[config.mk]
export PLATFORM = sky130hd
export DESIGN_NAME = simon_sequencer
export DESIGN_NICKNAME = d
export VERILOG_FILES = /design/src/rtl/simon_sequencer.sv
export SDC_FILE = /design/constraint.sdc
export NUM_CORES = 1
export LEC_CHECK = 0
export CAP_MARGIN = 20
export CORE_MARGIN = 3
export CORE_UTILIZATION = 60
export CTS_BUF_LIST = sky130_fd_sc_hd__clkbuf_8 sky130_fd_sc_hd__clkbuf_16
export CTS_CLUSTER_DIAMETER = 60
export CTS_CLUSTER_SIZE = 28
export DETAILED_ROUTE_END_ITERATION = 8
export DONT_BUFFER_PORTS = 1
export GPL_ROUTABILITY_DRIVEN = 0
export HOLD_SLACK_MARGIN = 0.1
export PLACE_DENSITY = 0.76
export SYNTH_ARGS = -nofsm -noshare
export SYNTH_HDL_FRONTEND = slang
export SYNTH_SLANG_ARGS = --single-unit
[constraint.sdc]
create_clock -name clk -period 4.4 [get_ports clk]
set_input_delay 0.44 -clock clk [delete_from_list [all_inputs] [get_ports clk]]
set_output_delay 0.44 -clock clk [all_outputs]
set_load 0.01 [all_outputs]
[src/rtl/simon_sequencer.sv]
// -----------------------------------------------------------------------------
// simon_sequencer
//   "Simon" memory-game sequencer. On start it picks a random colour, replays
//   the growing colour sequence on the lamps, then checks the player's presses
//   against it. Each completed round adds one random colour. A round of length
//   MAX_LEN wins. A wrong press, a multi-button press or a press timeout loses.
//
// Ports
//   clk        in   single clock, rising edge
//   reset_n    in   asynchronous active-low reset
//   start      in   one-cycle pulse, begins a game (only honoured in IDLE)
//   btn_press  in   [NUM_BTN] debounced one-cycle press pulses
//   rand_sym   in   [SW] free-running random symbol
//   flash      out  [NUM_BTN] one-hot lamp drive, registered
//   busy       out  high in every state except IDLE
//   score      out  [LW] rounds completed, registered
//   win        out  high throughout WIN
//   lose       out  high throughout LOSE
//
// States
//   state    | meaning
//   ---------+-----------------------------------------------------------
//   IDLE     | waiting for start
//   SHOW_ON  | lamp seq[idx] lit, ON_CYCLES clocks
//   SHOW_OFF | lamps dark, OFF_CYCLES clocks, then next symbol or INPUT
//   INPUT    | waiting for press of seq[idx], timer counts idle clocks
//   WIN      | full sequence repeated, held RESULT_CYCLES clocks
//   LOSE     | wrong/multi press or timeout, held RESULT_CYCLES clocks
// -----------------------------------------------------------------------------
module simon_sequencer #(
    parameter int NUM_BTN        = 4,
    parameter int MAX_LEN        = 16,
    parameter int ON_CYCLES      = 4,
    parameter int OFF_CYCLES     = 2,
    parameter int TIMEOUT_CYCLES = 64,
    parameter int RESULT_CYCLES  = 8,
    parameter int SW             = (NUM_BTN > 1) ? $clog2(NUM_BTN) : 1,
    parameter int LW             = $clog2(MAX_LEN + 1)
) (
    input  logic               clk,
    input  logic               reset_n,
    input  logic               start,
    input  logic [NUM_BTN-1:0] btn_press,
    input  logic [SW-1:0]      rand_sym,
    output logic [NUM_BTN-1:0] flash,
    output logic               busy,
    output logic [LW-1:0]      score,
    output logic               win,
    output logic               lose
);

    // memory address width (sequence entries 0..MAX_LEN-1)
    localparam int IW = (MAX_LEN > 1) ? $clog2(MAX_LEN) : 1;

    // one timer serves all phases, so size it for the longest one
    localparam int T_A   = (ON_CYCLES > OFF_CYCLES) ? ON_CYCLES : OFF_CYCLES;
    localparam int T_B   = (TIMEOUT_CYCLES > RESULT_CYCLES) ? TIMEOUT_CYCLES : RESULT_CYCLES;
    localparam int T_MAX = (T_A > T_B) ? T_A : T_B;
    localparam int TW    = $clog2(T_MAX + 1);

    localparam logic [2:0] S_IDLE     = 3'd0;
    localparam logic [2:0] S_SHOW_ON  = 3'd1;
    localparam logic [2:0] S_SHOW_OFF = 3'd2;
    localparam logic [2:0] S_INPUT    = 3'd3;
    localparam logic [2:0] S_WIN      = 3'd4;
    localparam logic [2:0] S_LOSE     = 3'd5;

    localparam logic [TW-1:0] C_ON_LOAD  = TW'(ON_CYCLES - 1);
    localparam logic [TW-1:0] C_OFF_LOAD = TW'(OFF_CYCLES - 1);
    localparam logic [TW-1:0] C_RES_LOAD = TW'(RESULT_CYCLES - 1);
    localparam logic [TW-1:0] C_TO_LAST  = TW'(TIMEOUT_CYCLES - 1);
    localparam logic [TW-1:0] C_T_ONE    = TW'(1);
    localparam logic [LW-1:0] C_ONE      = LW'(1);
    localparam logic [LW-1:0] C_MAX_LEN  = LW'(MAX_LEN);

    logic [2:0]         r_state;
    logic [NUM_BTN-1:0] r_flash;
    logic [LW-1:0]      r_score;
    logic [LW-1:0]      r_len;
    logic [LW-1:0]      r_idx;
    logic [TW-1:0]      r_timer;
    logic [SW-1:0]      r_seq [0:MAX_LEN-1];

    logic [SW-1:0]      w_rand_sym;
    logic [SW-1:0]      w_cur_sym;
    logic [SW-1:0]      w_nxt_sym;
    logic [SW-1:0]      w_head_sym;
    logic [NUM_BTN-1:0] w_expect;
    logic [LW-1:0]      w_idx_inc;
    logic               w_press_any;
    logic               w_press_ok;
    logic               w_last;
    logic               w_full;
    logic               w_seq_we;
    logic [IW-1:0]      w_seq_waddr;

    function automatic logic [NUM_BTN-1:0] f_onehot(input logic [SW-1:0] sym);
        f_onehot = NUM_BTN'(1) << sym;
    endfunction

    // fold the random symbol into the legal colour range
    assign w_rand_sym  = SW'(32'(rand_sym) % 32'(NUM_BTN));

    assign w_idx_inc   = r_idx + C_ONE;
    assign w_cur_sym   = r_seq[r_idx[IW-1:0]];
    assign w_nxt_sym   = r_seq[w_idx_inc[IW-1:0]];
    assign w_head_sym  = r_seq[0];
    assign w_expect    = f_onehot(w_cur_sym);

    // a multi-bit press can never equal a one-hot expectation, so it fails here
    assign w_press_any = |btn_press;
    assign w_press_ok  = (btn_press == w_expect);
    assign w_last      = (r_idx == r_len - C_ONE);
    assign w_full      = (r_len == C_MAX_LEN);

    // sequence memory write port: first symbol on start, one more per round
    always_comb begin
        w_seq_we    = 1'b0;
        w_seq_waddr = '0;
        if (r_state == S_IDLE && start) begin
            w_seq_we    = 1'b1;
            w_seq_waddr = '0;
        end else if (r_state == S_INPUT && w_press_any && w_press_ok && w_last && !w_full) begin
            w_seq_we    = 1'b1;
            w_seq_waddr = r_len[IW-1:0];
        end
    end

    // no reset: every entry is written before the FSM can index it
    always_ff @(posedge clk) begin
        if (w_seq_we) begin
            r_seq[w_seq_waddr] <= w_rand_sym;
        end
    end

    always_ff @(posedge clk or negedge reset_n) begin
        if (!reset_n) begin
            r_state <= S_IDLE;
            r_flash <= '0;
            r_score <= '0;
            r_len   <= '0;
            r_idx   <= '0;
            r_timer <= '0;
        end else begin
            case (r_state)
                S_IDLE: begin
                    if (start) begin
                        r_state <= S_SHOW_ON;
                        r_flash <= f_onehot(w_rand_sym);
                        r_len   <= C_ONE;
                        r_idx   <= '0;
                        r_score <= '0;
                        r_timer <= C_ON_LOAD;
                    end
                end

                S_SHOW_ON: begin
                    if (r_timer == '0) begin
                        r_state <= S_SHOW_OFF;
                        r_flash <= '0;
                        r_timer <= C_OFF_LOAD;
                    end else begin
                        r_timer <= r_timer - C_T_ONE;
                    end
                end

                S_SHOW_OFF: begin
                    if (r_timer == '0) begin
                        if (!w_last) begin
                            r_state <= S_SHOW_ON;
                            r_idx   <= w_idx_inc;
                            r_flash <= f_onehot(w_nxt_sym);
                            r_timer <= C_ON_LOAD;
                        end else begin
                            r_state <= S_INPUT;
                            r_idx   <= '0;
                            r_timer <= '0;
                        end
                    end else begin
                        r_timer <= r_timer - C_T_ONE;
                    end
                end

                // timer counts up here: idle clocks since entry or last good press
                S_INPUT: begin
                    if (w_press_any) begin
                        if (!w_press_ok) begin
                            r_state <= S_LOSE;
                            r_timer <= C_RES_LOAD;
                        end else if (!w_last) begin
                            r_idx   <= w_idx_inc;
                            r_timer <= '0;
                        end else if (!w_full) begin
                            r_state <= S_SHOW_ON;
                            r_score <= r_score + C_ONE;
                            r_len   <= r_len + C_ONE;
                            r_idx   <= '0;
                            r_flash <= f_onehot(w_head_sym);
                            r_timer <= C_ON_LOAD;
                        end else begin
                            r_state <= S_WIN;
                            r_score <= C_MAX_LEN;
                            r_timer <= C_RES_LOAD;
                        end
                    end else if (r_timer == C_TO_LAST) begin
                        r_state <= S_LOSE;
                        r_timer <= C_RES_LOAD;
                    end else begin
                        r_timer <= r_timer + C_T_ONE;
                    end
                end

                S_WIN, S_LOSE: begin
                    if (r_timer == '0) begin
                        r_state <= S_IDLE;
                    end else begin
                        r_timer <= r_timer - C_T_ONE;
                    end
                end

                default: begin
                    r_state <= S_IDLE;
                    r_flash <= '0;
                    r_timer <= '0;
                end
            endcase
        end
    end

    assign flash = r_flash;
    assign score = r_score;
    assign busy  = (r_state != S_IDLE);
    assign win   = (r_state == S_WIN);
    assign lose  = (r_state == S_LOSE);

endmodule

==> run summary, run 1 <==
The share of synthesized registers carrying an async set or reset works out to 47.5%. Setup violations remaining at the end of the flow were counted as 0. The logs give 21.5% for the share of power burned in the clock network and 0 for the number of buffers inserted by post-CTS setup repair. For this run, the top clock speed supported by timing is 256 MHz.

Sequential cells were found to cover 41.8% of the synthesized design area. The transition time at the pin with the least slew margin was 1.05 ns. Across all hold checks on the routed design, the worst slack comes to 0.176 ns.

In the global route stage, overall resource usage came out at 26.3%. The flow ran to the end, and the final reports show no timing, DRC or antenna violations. After synthesis, the cell types taking the most area are edfxtp_1 24%, dfrtp_1 18%, mux4_2 5.6%. The power density over cell area works out to 481 nW/um2. The end of the worst register-to-register path was r_seq[0][0]. For the arrival time at the worst endpoint, the log shows 3.90 ns. The clock tree skew after final layout came out at 0.00934 ns. The most used flip-flop cell after synthesis is edfxtp_1. Per report_power, the sequential group accounts for 39.3% of the total. The residual antenna-violating net count after detailed routing came out at 0. Design internal power: 0.00120 W.

The startpoint of the lowest-slack register-to-register path was r_idx[0]. The wire-length estimate of the detail-placed layout is 6660 um. The worst path uses 88.9% of the clock period. Summed over all nets, the switching power comes to 0.000833 W.

The worst setup path is captured at a flip-flop. The worst hold path belongs to the class in -> reg. Setup repair after global routing left no endpoint under its margin.

The worst hold path passes through 0 cells. The hold buffer count at CTS is 2, and the y dimension of the die is 88.0 um. The area growth from synthesis to layout is 4.49%.

Placeable core region: 6420 um2. The clock network latency to the later pin of the worst-skew pair was 0.35 ns; the sum of overflow across all layers after global routing was 0. Clock-pin slew was measured on the worst setup and hold paths at 0.08 ns.

The antenna diode count is 0. Max-cap violations in this run came to 0. Synthesized instance count: 386. The final period demand of the worst path works out to 3.91 ns.

STA puts the critical path data required time at 4.39 ns. In the final routed layout, each cell accounts on average for 20.3 um. In this run the worst path has a maximum fanout of 25. The yosys synthesis warning count is 0.

Traced cell by cell, the critical path runs through buf_4 > mux2_4 > o22ai_1 > and3b_1 > or3_4 > mux2i_4 > o211ai_2 > o41ai_1. Yosys mapped a number of flops with a built-in enable equal to 32. After detailed routing, the number of vias per cell comes to 6.84.

Synthesis inferred 61 register bits. The largest individual stage delay along the critical path comes from the cell dfrtp_1. The tools report the starting density of the core as 62.8%. Leaving out fill and tap cells, the most frequent cell in the layout is edfxtp_1. The path with the worst hold slack has its endpoint at r_seq[3][1]. After synthesis, the netlist uses 66 different library cells. The logs give 30.0% for the worst max-slew margin expressed relative to the limit and 0.294 mV for the highest ir drop seen on vdd. Dividing the synthesized area by the synthesized cell count gives 10.5 um2.

The total number of vias is 3141. The startpoint identified for the worst hold timing path is rand_sym[1]. Number of I/O port buffers: 0.

The number of antenna violations at the first check in global routing was 0; the max-slew violation count was 0. The total I/O pin count came out at 21. The run gives 0 as the count of endpoints failing hold in the final timing report. After the last flow step, the layout net total stands at 392.

After clock tree synthesis, the repair step resized 0 gates. Summed over all cells, the static leakage comes to 1.55 nW. The area fraction of the dominant cell type after synthesis was 23.8%. Setup total negative slack on the finished layout was measured at 0 ns. The buffering stage count on the worst path with inverters included is 1, and the number of nets produced by synthesis is 401.

The number of levels in the clock H-tree was 3; the die area was 7750 um2. The final routed DRC violation total came out at 0. For the slack of the worst reg-to-reg path, the log shows 0.49 ns.

For the routed wire length, the log shows 9340 um. The synthesized design spends more area on one cell type than any other, namely edfxtp_1. The total CTS buffers was 9. For this run, the slowest stage of the critical path takes 0.83 ns.

Per report_power, the combinational group accounts for 39.2% of the total. In the post-route analysis, the smallest setup slack over all paths is 0.487 ns. The tree is rooted in a clkbuf_8. Of the total power, the share spent switching nets is 41.0%.

The fraction of layout cells with a size suffix above 1 was 13.4%; the setup slack after placement was 0.561 ns. Counting cells, the worst reg-to-reg path comes to 8. For the number of cell rows, the log shows 29. The top cell types in the final layout, fill and taps aside, are 32 x edfxtp_1, 29 x dfrtp_1, 24 x nand2_1, 24 x o21ai_0, 21 x nor2_1.

The run gives 30 as the pin count of the biggest net entering global routing. The tools report the first-pass detailed-route iteration total as 5. From left edge to right edge, the die measures 88.0 um. Kind of critical path: reg -> reg. No sink is reached through more buffers than the 2 on the longest clock path. After synthesis the cells add up to 4040 um2.

In this design, the largest share of critical-path delay is due to compound AO/OA/AOI/OAI gates. For the wire length of the first global-routing pass, the log shows 15400 um. The worst setup path is launched from a flip-flop. The violation count after the first detailed-route iteration came out at 311. TritonCTS built the clock tree. The logs give 61 for the number of clock sinks and 3044 for the via count of the first global-routing pass.
-- kinds of logic (layout without fill, tap and decap cells) --
kind of cell / Yosys count / count (layout) / synth area share [%]
simple gates: 130 / 130 / 17.9
mux: 37 / 37 / 14.2
compound gates: 100 / 100 / 17.2
xor+xnor: 10 / 10 / 2.17
fa+ha+maj: 6 / 6 / 1.86
buf+inv: 42 / 38 / 4.84
flops: 61 / 61 / 41.8
-- flip-flops by register name, indices dropped and copies added (netlist names) --
register	cells
flash	4
r_idx	5
r_len	5
r_seq	32
r_state	3
r_timer	7
score	5
-- area by class of cell --
cell class	instances	area [um2]
flip-flops and latches	61	1690
well taps	77	96.3
clock inverters	7	43.8
fillers	488	2200
inverters	18	67.6
clock buffers	9	124
repair buffers	4	45.0
multi-input cells	283	2150
-- per-layer routing --
layer / track usage, % / vias up / share of wire [%]
met5: 0 / - / 0
met4: 8.24 / 0 / 1.7
met3: 7.71 / 22 / 7.6
met2: 39.7 / 136 / 46
met1: 36.9 / 1507 / 45
li1: - / 1476 / -
-- through the flow --
step,cells,utilization (%),power [W],area (um2)
after floorplan,386,-,0.00143,4040
after global placement,441,62.6,0.00156,4020
after detailed placement,441,62.6,0.00158,4020
after CTS,459,65.7,0.00202,4220
after global routing,459,65.7,0.00216,4220
final,459,65.7,0.00203,4220
-- Yosys cell counts (3+ instances only) --
cell type,count
nand2_1,24
or3_1,3
a211oi_1,4
nor3_1,11
and3_1,8
clkbuf_1,16
dfrtp_1,29
o21ai_0,24
mux2_2,6
a211o_1,3
inv_1,18
o221ai_1,3
buf_2,5
a31oi_1,5
xor2_1,5
mux2i_1,15
mux4_2,10
xnor2_1,5
o22ai_1,7
nor4_1,13
nand4_1,3
o21a_1,4
nor2_1,21
a221oi_1,3
o211ai_1,3
ha_1,6
mux4_1,3
nand3_1,15
and2_1,3
nand2b_1,8
a21oi_1,20
nor2b_1,6
edfxtp_1,32
o31ai_1,3
-- worst reg2reg max path, cell delays in order, from the launching register on --
cell	delay, ns
dfrtp_1	0.83
buf_4	0.31
mux2_4	0.32
o22ai_1	0.16
and3b_1	0.21
or3_4	0.41
mux2i_4	0.23
o211ai_2	0.46
o41ai_1	0.63
-- power groups by stage --
stage,Sequential [W],Combinational (W),Clock (W)
final,0.000798,0.000794,0.000436
after global routing,0.000809,0.000875,0.000472
after CTS,0.000794,0.000783,0.000447
after detailed placement,0.000807,0.000772,0
after global placement,0.000804,0.000754,0
after floorplan,0.000721,0.000710,0
-- worst max path at each step --
stage | start | end | slack, ns | cells past startpoint
final | r_idx[0] | r_seq[0][0] | 0.49 | 8
after global routing | r_idx[0] | r_seq[0][0] | 0.20 | 7
after CTS | r_idx[0] | r_seq[0][0] | 0.55 | 8
after detailed placement | r_idx[0] | r_seq[0][0] | 0.56 | 8
after global placement | r_idx[0] | r_seq[15][0] | 0.65 | 8
after floorplan | r_idx[0] | r_seq[0][0] | 1.56 | 10
No activity file was read; power rests on OpenSTA's default activity.
==> run 2, diff against run 1 <==
--- a/config.mk
+++ b/config.mk
@@ -16,6 +16,7 @@
 export GPL_ROUTABILITY_DRIVEN = 0
 export HOLD_SLACK_MARGIN = 0.1
 export PLACE_DENSITY = 0.76
+export SKIP_LAST_GASP = 1
 export SYNTH_ARGS = -nofsm -noshare
 export SYNTH_HDL_FRONTEND = slang
 export SYNTH_SLANG_ARGS = --single-unit
==> results of run 2 <==
Final layout, timing and power as in run 1 (identical DEF).
